--- src/rtl/key_event_ctl.sv ---
// key_event_ctl: decodes PS/2 scancode bytes into held movement keys, fire pulses and pause toggling
module key_event_ctl #(
    parameter int          TIMEOUT_CYCLES = 65_000,
    parameter logic [7:0]  KEY_LEFT       = 8'h1C,
    parameter logic [7:0]  KEY_RIGHT      = 8'h23,
    parameter logic [7:0]  KEY_FIRE       = 8'h29,
    parameter logic [7:0]  KEY_PAUSE      = 8'h4D,
    parameter logic [7:0]  EXT_LEFT       = 8'h6B,
    parameter logic [7:0]  EXT_RIGHT      = 8'h74
) (
    input  logic       clk,
    input  logic       rst,
    input  logic [7:0] rx_data,
    input  logic       rx_valid,
    output logic       button_left,
    output logic       button_right,
    output logic       fire_pulse,
    output logic       pause,
    output logic       proto_err
);
    localparam int CW = $clog2(TIMEOUT_CYCLES + 1);
    typedef enum logic [1:0] {IDLE, BRK, EXT, EXT_BRK} state_t;
    state_t state, state_nx;
    logic [CW-1:0] cnt;
    logic hold_a, hold_d, hold_la, hold_ra, hold_fire, pause_held, last_dir;
    logic is_f0, is_e0, expire, make_n, brk_n, make_e, brk_e, l, r;
    // prefix state register
    always_ff @(posedge clk or posedge rst) begin
        if (rst) state <= IDLE;
        else     state <= state_nx;
    end
    // prefix decode and next state; a byte arriving on the expiry cycle takes priority over the timeout
    always_comb begin
        is_f0  = rx_data == 8'hF0;
        is_e0  = rx_data == 8'hE0;
        expire = !rx_valid && state != IDLE && cnt == CW'(TIMEOUT_CYCLES - 1);
        make_n = rx_valid && state == IDLE && !is_f0 && !is_e0;
        brk_n  = rx_valid && state == BRK && !is_f0;
        make_e = rx_valid && state == EXT && !is_f0 && !is_e0;
        brk_e  = rx_valid && state == EXT_BRK && !is_f0;
        state_nx = state;
        if (rx_valid)
            case (state)
                IDLE:    state_nx = is_f0 ? BRK : is_e0 ? EXT : IDLE;
                BRK:     state_nx = is_f0 ? BRK : IDLE;
                EXT:     state_nx = is_f0 ? EXT_BRK : is_e0 ? EXT : IDLE;
                default: state_nx = is_f0 ? EXT_BRK : IDLE;
            endcase
        else if (expire)
            state_nx = IDLE;
    end
    // held keys, direction priority, fire/pause events and the prefix timeout counter
    always_ff @(posedge clk or posedge rst) begin
        if (rst) begin
            cnt        <= '0;
            proto_err  <= 1'b0;
            fire_pulse <= 1'b0;
            pause      <= 1'b0;
            pause_held <= 1'b0;
            hold_a     <= 1'b0;
            hold_d     <= 1'b0;
            hold_la    <= 1'b0;
            hold_ra    <= 1'b0;
            hold_fire  <= 1'b0;
            last_dir   <= 1'b0;
        end else begin
            cnt        <= (rx_valid || state == IDLE || expire) ? '0 : cnt + 1'b1;
            proto_err  <= expire;
            fire_pulse <= make_n && rx_data == KEY_FIRE && !hold_fire;
            pause      <= (make_n && rx_data == KEY_PAUSE && !pause_held) ? !pause : pause;
            pause_held <= ((make_n || brk_n) && rx_data == KEY_PAUSE) ? make_n : pause_held;
            hold_a     <= ((make_n || brk_n) && rx_data == KEY_LEFT)  ? make_n : hold_a;
            hold_d     <= ((make_n || brk_n) && rx_data == KEY_RIGHT) ? make_n : hold_d;
            hold_fire  <= ((make_n || brk_n) && rx_data == KEY_FIRE)  ? make_n : hold_fire;
            hold_la    <= ((make_e || brk_e) && rx_data == EXT_LEFT)  ? make_e : hold_la;
            hold_ra    <= ((make_e || brk_e) && rx_data == EXT_RIGHT) ? make_e : hold_ra;
            last_dir   <= (make_n && (rx_data == KEY_LEFT || rx_data == KEY_RIGHT)) ? rx_data == KEY_RIGHT :
                          (make_e && (rx_data == EXT_LEFT || rx_data == EXT_RIGHT)) ? rx_data == EXT_RIGHT :
                          last_dir;
        end
    end
    // when both directions are held only the most recently pressed side is reported
    always_comb begin
        l = hold_a | hold_la;
        r = hold_d | hold_ra;
        button_left  = l && (!r || !last_dir);
        button_right = r && (!l || last_dir);
    end
endmodule

--- config.mk ---
export PLATFORM = sky130hd
export DESIGN_NAME = key_event_ctl
export DESIGN_NICKNAME = d
export VERILOG_FILES = /design/src/rtl/key_event_ctl.sv
export SDC_FILE = /design/constraint.sdc
export NUM_CORES = 1
export LEC_CHECK = 0
export ABC_AREA = 1
export ABC_CLOCK_PERIOD_IN_PS = 1200
export BUFFER_PORTS_ARGS = -buffer_cell sky130_fd_sc_hd__buf_2
export CORE_ASPECT_RATIO = 2
export CORE_MARGIN = 4
export CORE_UTILIZATION = 45
export CTS_CLUSTER_SIZE = 12
export DETAILED_ROUTE_END_ITERATION = 12
export GPL_ROUTABILITY_DRIVEN = 0
export PLACE_DENSITY_LB_ADDON = 0.05
export SYNTH_ARGS = -nofsm -noshare
export SYNTH_HDL_FRONTEND = slang
export SYNTH_SLANG_ARGS = --single-unit
--- constraint.sdc ---
create_clock -name clk -period 1.2 [get_ports clk]
set_input_delay 0.12 -clock clk [delete_from_list [all_inputs] [get_ports clk]]
set_output_delay 0.12 -clock clk [all_outputs]
set_load 0.005 [all_outputs]
## Yosys cells after proc, flatten, opt, wreduce, memory -nomap -nowiden

Index checks and enable logic that the tools add are counted.

| operators by class | value |
|---|---|
| bitwise logic cells | 2 |
| add/sub/neg operators | 1 |
| equal/unequal tests | 12 |
| multiplexer cells | 11 |
| reductions and logical operators | 47 |

Operator list:

| cell | count |
|---|---|
| $logic_and 1x1->1 | 26 |
| $eq 8x7->1 const B | 3 |
| $add 16x1->16 const B | 1 |
| $eq 16x16->1 const B | 1 |
| $eq 8x6->1 const B | 2 |
| $eq 8x8->1 const B | 2 |
| $mux 16 | 1 |
| $mux 2 | 6 |
| $logic_not 1->1 | 9 |
| $eq 8x5->1 const B | 1 |
| $logic_or 1x1->1 | 8 |
| $pmux 2 s3 | 1 |
| $reduce_bool 2->1 | 3 |
| $eq 2x2->1 const B | 2 |
| $mux 1 | 3 |
| $eq 2x1->1 const B | 1 |
| $logic_not 2->1 | 1 |
| $or 1x1->1 | 2 |

| word-level totals | value |
|---|---|
| logic and storage cells | 85 |
| register bits after elaboration | 28 |
| bits of input ports | 11 |

## Depth between registers and ports, before layout

| logic depth | value |
|---|---|
| depth in word-level cells | 7 |
| mapped depth | 9 |

## Worst setup path before layout

Ideal clock, no wire load.

| timing | value |
|---|---|
| path type | register to register |
| from | register cnt[0] |
| to | register cnt[10] |
| path slack | -0.148 ns |
| period minus slack after synthesis | 1.348 ns |
| library setup time | 0.121 ns |
| path buffers | 1 |
| stages on the path, launching flop included | 8 |
| data required time | 1.079 ns |
| arrival time | 1.227 ns |
| path through | dfrtp_1 > ha_1 > nand2_1 > nor3_4 > nand2_2 > nand2_4 > buf_12 > nor2_2 |

| on the way | value |
|---|---|
| cells in the longest elaborated chain, start to end | 4 |
| elaborated cells on any way between the ends | 5 |
| those cells by class | add/sub (1); eq/ne (1); mux (1); reduce/logical (2) |

Ends and longest elaborated chain:

| element | RTL line | source |
|---|---|---|
| start, declared | 24 | `logic [CW-1:0] cnt;` |
| start signal, assigned | 67 | `cnt <= (rx_valid \|\| state == IDLE \|\| expire) ? '0 : cnt + 1'b1;` |
| branches (longest 3 deep; another with $add 16x1->16) | n/a |  |
| $mux 16 (*) | 67 |  |

Mark *: on every way between the ends.
A chain may end at the register's enable or synchronous reset.

## Worst setup path after layout

| timing | value |
|---|---|
| from | register cnt[0] |
| to | register cnt[11] |

The elaborated chain is that of the path after synthesis.

==> impl_metrics.yaml <==
routing:
  totalWireLength_um: 4580
  num_vias: 1754
  drtIter0Drc: 23
  drc: 0
  vias_per_cell: 4.85
  wl_per_cell_um: 12.6
  first_pass_iters: 4
  drtAntennaViolNets: 0
worst_setup_path:
  cp.arrival_ps: 1470
  path_cells: "ha_4 -> nand2_8 -> nor3_4 -> nand2_4 -> nand2_8 -> nor2_2"
  critPathMaxStageDelay_ps: 440
  required_ps: 1360
  path_common_cell: "nand2_8"
  path_class: "reg -> reg"
  cp_slowest_cell: "dfrtp_1"
  critPathLaunchType: "flop"
  critPathCaptureType: "flop"
  cp_max_fo: 8
clock_tree:
  clk_pin_slew_ps: 90
  cts_buffer_depth: 2
  clk_latency_ps: 270
  tritoncts: "yes"
  cts_num_sinks: 28
  cts_made_buffers: 3
  root_buffer: "clkbuf_8"
  cts_max_level: 1
placed_design:
  dp_cells: 350
  dp_hpwl_um: 3590
  port_buffers: 15
job:
  drv_cap: 0
synth:
  synth_top_area_share: 0.407
  synth_area_leaders: "dfrtp_1, nand2_1, nor2_1"
  yosysSeqAreaShare: 0.407
  synth_area_mm2: 0.00172
  ys_types: 22
  synth_seq_cells: 28
  avgSynthCellArea_um2: 7.06
  ys_warn_count: 0
  synth_cells: 244
  yosys.area.top_type: "dfrtp_1"
  syn_nets: 256
sta:
  rsz0062_at_grt: "true"
  fin_skew_ps: 8.66
  tightestPinTransition_ps: 363
  final.period_utilization: 1.09
  hold_violations: 0
  worst_slack_ps: -107
  min_period_ps: 1310
  relSlewSlack: 0.758
  setup_tns_ps: -1750
  fmax_ghz: 0.765
  slew_viol_final: 0
  setup_violations: 19
  holdWs_ps: 152
layout:
  final_core_util: 0.671
  top_register: "cnt"
  final.fill_count: 339
  top_regs: "cnt: 16 flops, state: 2 flops"
  drive_gt1_frac: 0.383
  largest_reg_flops: 16
  layoutNonFillerInstCount: 362
  area_growth_pct: 42.0
  finalNetCount: 326
  diodes: 0
run_status:
  outcome: "complete, but fails checks"
  violations: "setup timing"
global_route:
  grt_pass1_wl_um: 7530
  track_usage: 0.206
  grt_max_degree: 29
  first_global_vias: 1835
  antenna_found_initial: 0
  overflow: 0
floorplanning:
  dieArea_mm2: 0.00494
  core_area_mm2: 0.00365
  initial_utilization: 0.473
  rows: 31
  die_y_um: 95.5
  num_io_pins: 16
  die_w_um: 51.8
power_and_ir_drop:
  pwr_density_cell_mw_per_mm2: 726
  leakagePower_nw: 1.18
  ir_worst_vdd_mv: 0.626
  finalPower_w: 0.00178
min_path:
  min_path_type: "in -> reg"
==> where the power goes <==
part / switching (W) / total [W] / leakage (nW) / internal (W)
registers: 0.0000130 / 0.000971 / 0.388 / 0.000958
clock network: 0.000282 / 0.000576 / 0.0288 / 0.000293
logic: 0.000140 / 0.000229 / 0.767 / 0.0000891
==> cells in the final DEF (no fill, tap or decap), types with 3 or more instances in the layout <==
cell type / n
nand3_2: 4
nor2_4: 8
o21ai_1: 3
inv_1: 26
nand4_1: 8
nand2_8: 3
nor2_2: 14
nor3_1: 4
dfrtp_1: 28
buf_4: 48
xor2_1: 4
nand2_1: 60
inv_2: 6
clkbuf_8: 4
nand3_1: 15
nand2_2: 9
nor2_1: 37
buf_2: 15
==> metrics by stage <==
stage               setup WS (ps)  area [um^2]
floorplan                   -45.5         1740
global placement             -144         2180
detailed placement           -137         2180
CTS                         -87.3         2310
global route                 -190         2450
finish                       -107         2450
==> cell families after synthesis <==
family,Yosys count,synth area share
adder cells (fa/ha/maj),1,0.00726
XOR/XNOR,7,0.0356
buffers and inverters,33,0.0813
flip-flops,28,0.407
AO/OA/AOI/OAI,8,0.0232
AND/OR/NAND/NOR,167,0.446
==> repair_timing <==
| action | CTS | global route |
|---|---|---|
| hold endpoints to repair | 28 | 0 |
| hold buffers | 1 | 0 |
| pin swaps | 2 | 7 |
| buffers inserted | 2 | 4 |
| endpoints found under the setup margin | 19 | 25 |
| cloned | 0 | 1 |
| gates resized for setup | 10 | 25 |
==> worst paths after layout <==
kind                                  startpoint                   end  slack (ps)  depth (start not counted)
setup reg to reg                cnt[0]$_DFF_PP0_     cnt[11]$_DFF_PP0_        -110                          6
setup / recovery                cnt[0]$_DFF_PP0_     cnt[11]$_DFF_PP0_        -110                          6
max in group asynchronous                    rst     cnt[10]$_DFF_PP0_         480                          4
hold reg to reg            hold_fire$_DFFE_PP0P_  fire_pulse$_DFF_PP0_         430                          1
min in group asynchronous                    rst   hold_ra$_DFFE_PP0P_         460                          4
hold / removal                          rx_valid  state[1]$_DFFE_PP0P_         150                          3
==> metal layers <==
layer,vias to the layer above,track usage,wire (um)
met1,803,0.183,1540
met4,0,0.173,340
met2,33,0.396,2640
li1,894,-,-
met3,24,0.0156,56
met5,-,0,0
==> worst max-delay path: cells and delay by family (launching register included) <==
family                   cells  cell delay [ps]
flip-flops                   1              440
adder cells (fa/ha/maj)      1              200
AND/OR/NAND/NOR              5              570
==> Yosys cell counts <==
master    n
o21ai_0   3
nor3_4    1
nor3_1    5
inv_1    29
ha_1      1
buf_12    1
nor2_2   13
nand2_1  66
xnor2_1   2
nor2_1   44
inv_2     3
dfrtp_1  28
nand2_2   5
nor3b_1   1
xor2_1    5
a21oi_1   3
nand3_1  20
nor2_4    2
nor3_2    1
o21ai_1   2
nand2_4   1
nand4_1   8
==> cell type report <==
class / count / area (um^2) / share of cell area
multi-input combinational: 184 / 1050 / 0.430
tap: 49 / 61.3 / 0.0251
timing repair buffer: 65 / 457 / 0.187
sequential: 28 / 701 / 0.286
inverter: 32 / 120 / 0.0491
clock buffer: 4 / 55.1 / 0.0225
No activity file was read; power rests on OpenSTA's default activity.
